[src/rtl/accum_drain.sv]
`default_nettype none
// ============================================================================
// accum_drain : deskews column-skewed accumulator rows, tags the final row of
//               each tile and buffers rows in a FIFO toward the output writer.
// Revision    : 1.0
// ============================================================================
module accum_drain #(
  parameter int SYS_COLS = 4,
  parameter int DATA_W   = 16,
  parameter int DEPTH    = 8
) (
  input  logic                       clk,
  input  logic                       rst,
  input  logic [SYS_COLS-1:0]        read_out,
  input  logic [SYS_COLS*DATA_W-1:0] o_data,
  input  logic                       done,
  output logic                       out_valid,
  input  logic                       out_ready,
  output logic [SYS_COLS*DATA_W-1:0] out_data,
  output logic                       out_last,
  output logic [$clog2(DEPTH):0]     fill,
  output logic                       overflow,
  output logic                       skew_err
);

  localparam int AW    = $clog2(DEPTH);
  localparam int ROW_W = SYS_COLS * DATA_W;
  localparam logic [AW:0]   FULL_CNT = (AW+1)'(DEPTH);
  localparam logic [AW:0]   ONE_CNT  = (AW+1)'(1);
  localparam logic [AW-1:0] ONE_PTR  = AW'(1);

  localparam logic [1:0] ST_IDLE  = 2'd0;
  localparam logic [1:0] ST_HOLD  = 2'd1;
  localparam logic [1:0] ST_LASTP = 2'd2;

  logic [SYS_COLS-1:0] dly_v;
  logic [ROW_W-1:0]    dly_d;
  logic                row_v;
  logic                tend;

  // Column c is delayed SYS_COLS-1-c cycles so all columns line up with column 0.
  for (genvar c = 0; c < SYS_COLS; c++) begin : g_col
    localparam int DLY = SYS_COLS - 1 - c;
    if (DLY == 0) begin : g_direct
      assign dly_v[c]                  = read_out[c];
      assign dly_d[c*DATA_W +: DATA_W] = o_data[c*DATA_W +: DATA_W];
    end else begin : g_delay
      logic [DLY-1:0]             v_q;
      logic [DLY-1:0][DATA_W-1:0] d_q;
      always_ff @(posedge clk) begin
        if (!rst) begin
          v_q <= '0;
        end else begin
          v_q[0] <= read_out[c];
          for (int k = 1; k < DLY; k++) v_q[k] <= v_q[k-1];
        end
      end
      always_ff @(posedge clk) begin
        d_q[0] <= o_data[c*DATA_W +: DATA_W];
        for (int k = 1; k < DLY; k++) d_q[k] <= d_q[k-1];
      end
      assign dly_v[c]                  = v_q[DLY-1];
      assign dly_d[c*DATA_W +: DATA_W] = d_q[DLY-1];
    end
  end

  if (SYS_COLS == 1) begin : g_tend_direct
    assign tend = done;
  end else begin : g_tend_delay
    logic [SYS_COLS-2:0] tend_q;
    always_ff @(posedge clk) begin
      if (!rst) begin
        tend_q <= '0;
      end else begin
        tend_q[0] <= done;
        for (int k = 1; k < SYS_COLS-1; k++) tend_q[k] <= tend_q[k-1];
      end
    end
    assign tend = tend_q[SYS_COLS-2];
  end

  assign row_v = dly_v[0];

  logic skew_q;
  always_ff @(posedge clk) begin
    if (!rst) skew_q <= 1'b0;
    else      skew_q <= skew_q | (|(dly_v ^ {SYS_COLS{row_v}}));
  end

  logic [1:0]       state_q, state_d;
  logic             push, push_last, load;
  logic [ROW_W-1:0] stg_data_q;

  always_ff @(posedge clk) begin
    if (!rst) state_q <= ST_IDLE;
    else      state_q <= state_d;
  end

  always_comb begin
    state_d = state_q;
    case (state_q)
      ST_IDLE:  if (row_v) state_d = tend ? ST_LASTP : ST_HOLD;
      ST_HOLD: begin
        if (row_v)     state_d = tend ? ST_LASTP : ST_HOLD;
        else if (tend) state_d = ST_IDLE;
      end
      ST_LASTP: state_d = row_v ? ST_HOLD : ST_IDLE;
      default:  state_d = ST_IDLE;
    endcase
  end

  always_comb begin
    push      = 1'b0;
    push_last = 1'b0;
    load      = 1'b0;
    case (state_q)
      ST_IDLE: load = row_v;
      ST_HOLD: begin
        push      = row_v | tend;
        push_last = ~row_v & tend;
        load      = row_v;
      end
      ST_LASTP: begin
        push      = 1'b1;
        push_last = 1'b1;
        load      = row_v;
      end
      default: ;
    endcase
  end

  always_ff @(posedge clk) begin
    if (load) stg_data_q <= dly_d;
  end

  logic [ROW_W:0]  mem_q [DEPTH];
  logic [AW-1:0]   wr_ptr_q, rd_ptr_q;
  logic [AW:0]     fill_q, fill_d;
  logic            ovf_q;
  logic            full, pop, wr_en;
  logic [ROW_W:0]  head;

  assign full  = (fill_q == FULL_CNT);
  assign pop   = out_valid & out_ready;
  // A push into a full FIFO still lands when the head leaves on the same edge.
  assign wr_en = push & (~full | pop);

  always_comb begin
    fill_d = fill_q;
    if (wr_en && !pop)      fill_d = fill_q + ONE_CNT;
    else if (!wr_en && pop) fill_d = fill_q - ONE_CNT;
  end

  always_ff @(posedge clk) begin
    if (wr_en) mem_q[wr_ptr_q] <= {push_last, stg_data_q};
  end

  always_ff @(posedge clk) begin
    if (!rst) begin
      wr_ptr_q <= '0;
      rd_ptr_q <= '0;
      fill_q   <= '0;
      ovf_q    <= 1'b0;
    end else begin
      if (wr_en) wr_ptr_q <= wr_ptr_q + ONE_PTR;
      if (pop)   rd_ptr_q <= rd_ptr_q + ONE_PTR;
      fill_q <= fill_d;
      ovf_q  <= ovf_q | (push & full & ~pop);
    end
  end

  assign head      = mem_q[rd_ptr_q];
  assign out_valid = (fill_q != '0);
  assign out_data  = head[ROW_W-1:0];
  assign out_last  = out_valid & head[ROW_W];
  assign fill      = fill_q;
  assign overflow  = ovf_q;
  assign skew_err  = skew_q;

endmodule
`default_nettype wire
[config.mk]
export PLATFORM = sky130hd
export DESIGN_NAME = accum_drain
export DESIGN_NICKNAME = d
export VERILOG_FILES = /design/src/rtl/accum_drain.sv
export SDC_FILE = /design/constraint.sdc
export NUM_CORES = 1
export LEC_CHECK = 0
export BUFFER_PORTS_ARGS = -buffer_cell sky130_fd_sc_hd__buf_2
export CORE_ASPECT_RATIO = 0.75
export CORE_MARGIN = 10
export CORE_UTILIZATION = 37
export DETAILED_ROUTE_END_ITERATION = 10
export SLEW_MARGIN = 15
export SYNTH_ARGS = -nofsm -noshare
export SYNTH_HDL_FRONTEND = slang
export SYNTH_SLANG_ARGS = --single-unit
export TNS_END_PERCENT = 30
[constraint.sdc]
create_clock -name clk -period 15.7 [get_ports clk]
set_clock_uncertainty 0.05 [all_clocks]
set_input_delay 0.785 -clock clk [delete_from_list [all_inputs] [get_ports clk]]
set_output_delay 0.785 -clock clk [all_outputs]
set_load 0.05 [all_outputs]
==> PnR_summary.wiki <==
{| class="wikitable"
! Metric !! Value
|-
| CTS Hold Buffers Added || 0
|-
| Largest net degree at the start of global routing || 68
|-
| Final weighted congestion in routability-driven placement || 0.661
|-
| Top-count cell post-synth || sky130_fd_sc_hd__edfxtp_1
|-
| Hold Crit Class || in2reg
|-
| Final cell count without fillers || 2164
|-
| Async set-or-reset flop fraction in the synthesized netlist || 0%
|-
| Ratio of cells with drive above 1 in the final layout || 35.9%
|-
| Post-synth EDFFs || 584
|-
| Number of DRC markers in iteration 0 || 754
|-
| Total number of H-tree levels || 3
|-
| Final nets || 1318
|-
| Run status || complete, no violations
|-
| Power Dens Cells || 149 nW/um2
|-
| Post-route antenna net violation count || 0
|-
| Endpoint required time on the critical path || 14870 ps
|-
| Number of fillers in the final layout || 5487
|-
| IO Pins || 144
|-
| Maximum capacitance violations || 0
|-
| TritonCTS Sinks || 706
|-
| Post-synth net total || 1124
|-
| Post-DR vias/cell || 4.81
|-
| Proportion of netlist area held by the largest area contributor || 71.1%
|-
| TNS Setup || 0 ps
|-
| R2R cell count || 6
|-
| Signal arrival time at the worst endpoint || 3870 ps
|-
| Transition time at the pin with the least slew margin || 1120 ps
|-
| Number of buffers created by CTS || 69
|-
| Die extent in y || 244 um
|-
| Synth cell count leaders || sky130_fd_sc_hd__edfxtp_1, sky130_fd_sc_hd__dfxtp_1, sky130_fd_sc_hd__mux4_2, sky130_fd_sc_hd__mux2_2, sky130_fd_sc_hd__mux4_1
|-
| Worst setup path class || reg2out
|-
| Sum of internal, switching and leakage power || 4.29 mW
|-
| Leak pwr || 9.38 nW
|-
| Placeable core region || 65600 um2
|-
| Via count || 10400
|-
| Worst setup slack for register-to-register paths || 12190 ps
|-
| Setup crit end kind || output port
|-
| Layout Area Growth over Synthesis || 16.6%
|-
| Buffers on Ports || 143
|-
| CTS tree || yes
|-
| Mapped Area || 24700 um2
|-
| Diodes inserted || 0
|-
| Average detailed-routed wire length per instance || 22.3 um
|-
| Initial core utilization || 37.6%
|-
| Initial antenna violation count || 2
|-
| Tcrit/Tclk final || 30.0%
|-
| Cells taking the most area after synthesis || sky130_fd_sc_hd__edfxtp_1, sky130_fd_sc_hd__dfxtp_1, sky130_fd_sc_hd__mux4_2
|-
| Gates resized, CTS repair || 0
|-
| Floorplan row count || 81
|-
| Number of flip-flops and latches in the synthesized netlist || 706
|-
| Critical Path Start Type || flop
|-
| Syn Inst Count || 1042
|-
| Count of TritonRoute iterations in the first routing pass || 4
|-
| Library cells used by synthesis || 36
|-
| Post-Synthesis Mean Instance Area || 23.7 um2
|-
| Later-pin clock latency in the skew report || 590 ps
|-
| Share of the yosys chip area belonging to registers || 81.0%
|-
| Clk Tree Root Cell || sky130_fd_sc_hd__clkbuf_16
|-
| Post-CTS setup-driven buffer insertion count || 0
|-
| Critical Path Fanout Max || 39
|-
| GRT overflow || 0
|-
| Clock transition time at the flip-flop clock pins of the worst setup and hold paths || 60 ps
|-
| Detailed placement HPWL || 25300 um
|-
| Most area-hungry cell type in the Yosys netlist || sky130_fd_sc_hd__edfxtp_1
|-
| GRT Util Overall || 12.3%
|-
| Final critical delay including setup and external delays || 4710 ps
|-
| Number of endpoints with negative hold slack in the final report || 0
|-
| Peak clock frequency supported by timing || 0.212 GHz
|-
| DIE AREA || 77500 um2
|-
| Clock buffer depth || 3
|-
| Prevailing post-synth register cell || sky130_fd_sc_hd__edfxtp_1
|-
| Unrepaired setup endpoints after global routing || false
|-
| Yosys warning total || 0
|-
| Final setup violation count || 0
|-
| Die span in x || 318 um
|-
| Vias in the first global route || 11200
|-
| DRC errors left || 0
|-
| Wire length of the first global-routing pass || 72700 um
|-
| Relative slew slack || 25.5%
|-
| Dpl cells || 2036
|-
| Final Hold Slack || 238 ps
|-
| Worst Hold Depth || 1
|-
| Wire length reported by the detailed router || 48300 um
|-
| Number of max-slew violations in the final report || 0
|-
| Largest vdd supply drop || 0.0755 mV
|}
-- power by group --
group	switching (mW)	internal [mW]	total, mW
logic	0.316	0.212	0.528
registers	0.0422	2.03	2.07
clock network	0.682	1.01	1.69
total	1.04	3.25	4.29
-- path summary, 6_finish.rpt --
path	startpoint	end
max	flop	out_data[37]
min	o_data[14]	g_col[0].g_delay.d_q[14]
max reg2reg	state_q[0]	mem_q[7][0]
min reg2reg	g_col[0].g_delay.d_q[26]	dly_d[10]
-- per-stage QoR --
stage,instance area [um2],utilization (%),worst slack (ps)
final,28800,43.9,10990
after global routing,28800,43.9,10650
after CTS,28800,43.9,10790
after detailed placement,26400,40.2,11440
after global placement,26400,40.2,11490
after floorplan,24700,-,9230
-- final cells by class --
type	instances	area [um2]	area share, %
flip-flops and latches	706	20000	69.5
inverters	9	33.8	0.117
clock inverters	28	297	1.03
clock buffers	100	2080	7.23
repair buffers	163	866	3.01
well taps	871	1090	3.79
multi-input cells	287	4410	15.3
-- sequential cells by signal (all words and copies together), names as in the netlist, named ones only --
name / count
g_col.g_delay.d_q: 64
g_col.g_delay.v_q: 6
skew_err: 1
overflow: 1
dly_d: 32
stg_data_q: 64
wr_ptr_q: 3
state_q: 2
fill: 4
mem_q: 520
g_tend_delay.tend_q: 3
rd_ptr_q: 3
-- placed cells by master, fill, tap and decap left out, types with 8 or more instances in the layout --
cell	instances
sky130_fd_sc_hd__clkinv_2	11
sky130_fd_sc_hd__mux4_1	22
sky130_fd_sc_hd__inv_1	9
sky130_fd_sc_hd__and2_1	10
sky130_fd_sc_hd__mux2_2	65
sky130_fd_sc_hd__dfxtp_1	119
sky130_fd_sc_hd__clkbuf_8	15
sky130_fd_sc_hd__clkbuf_16	73
sky130_fd_sc_hd__edfxtp_1	584
sky130_fd_sc_hd__nor2_1	13
sky130_fd_sc_hd__ha_1	9
sky130_fd_sc_hd__mux4_2	108
sky130_fd_sc_hd__buf_4	20
sky130_fd_sc_hd__buf_2	143
sky130_fd_sc_hd__a21oi_1	8
sky130_fd_sc_hd__clkbuf_1	12
-- layer usage --
| metal | part of all wire [%] | GRT usage [%] |
|---|---|---|
| met2 | 49 | 20.6 |
| met1 | 44 | 16.1 |
| met5 | 0 | 0 |
| met3 | 4.4 | 2.64 |
| met4 | 2.0 | 3.43 |
-- kinds of logic after synthesis --
logic type / synth area share [%]
buffers and inverters: 1.36
AO/OA/AOI/OAI: 0.452
adder cells (fa/ha/maj): 0.538
flip-flops: 81.0
XOR/XNOR: 0.178
multiplexers: 15.3
AND/OR/NAND/NOR: 1.19
-- worst max-delay path: stages, from the launching register on --
cell,delay (ps)
sky130_fd_sc_hd__dfxtp_4,780
sky130_fd_sc_hd__buf_4,740
sky130_fd_sc_hd__buf_4,570
sky130_fd_sc_hd__mux4_1,630
sky130_fd_sc_hd__mux2_2,290
sky130_fd_sc_hd__buf_2,210
(Power assumes the default switching activity.)
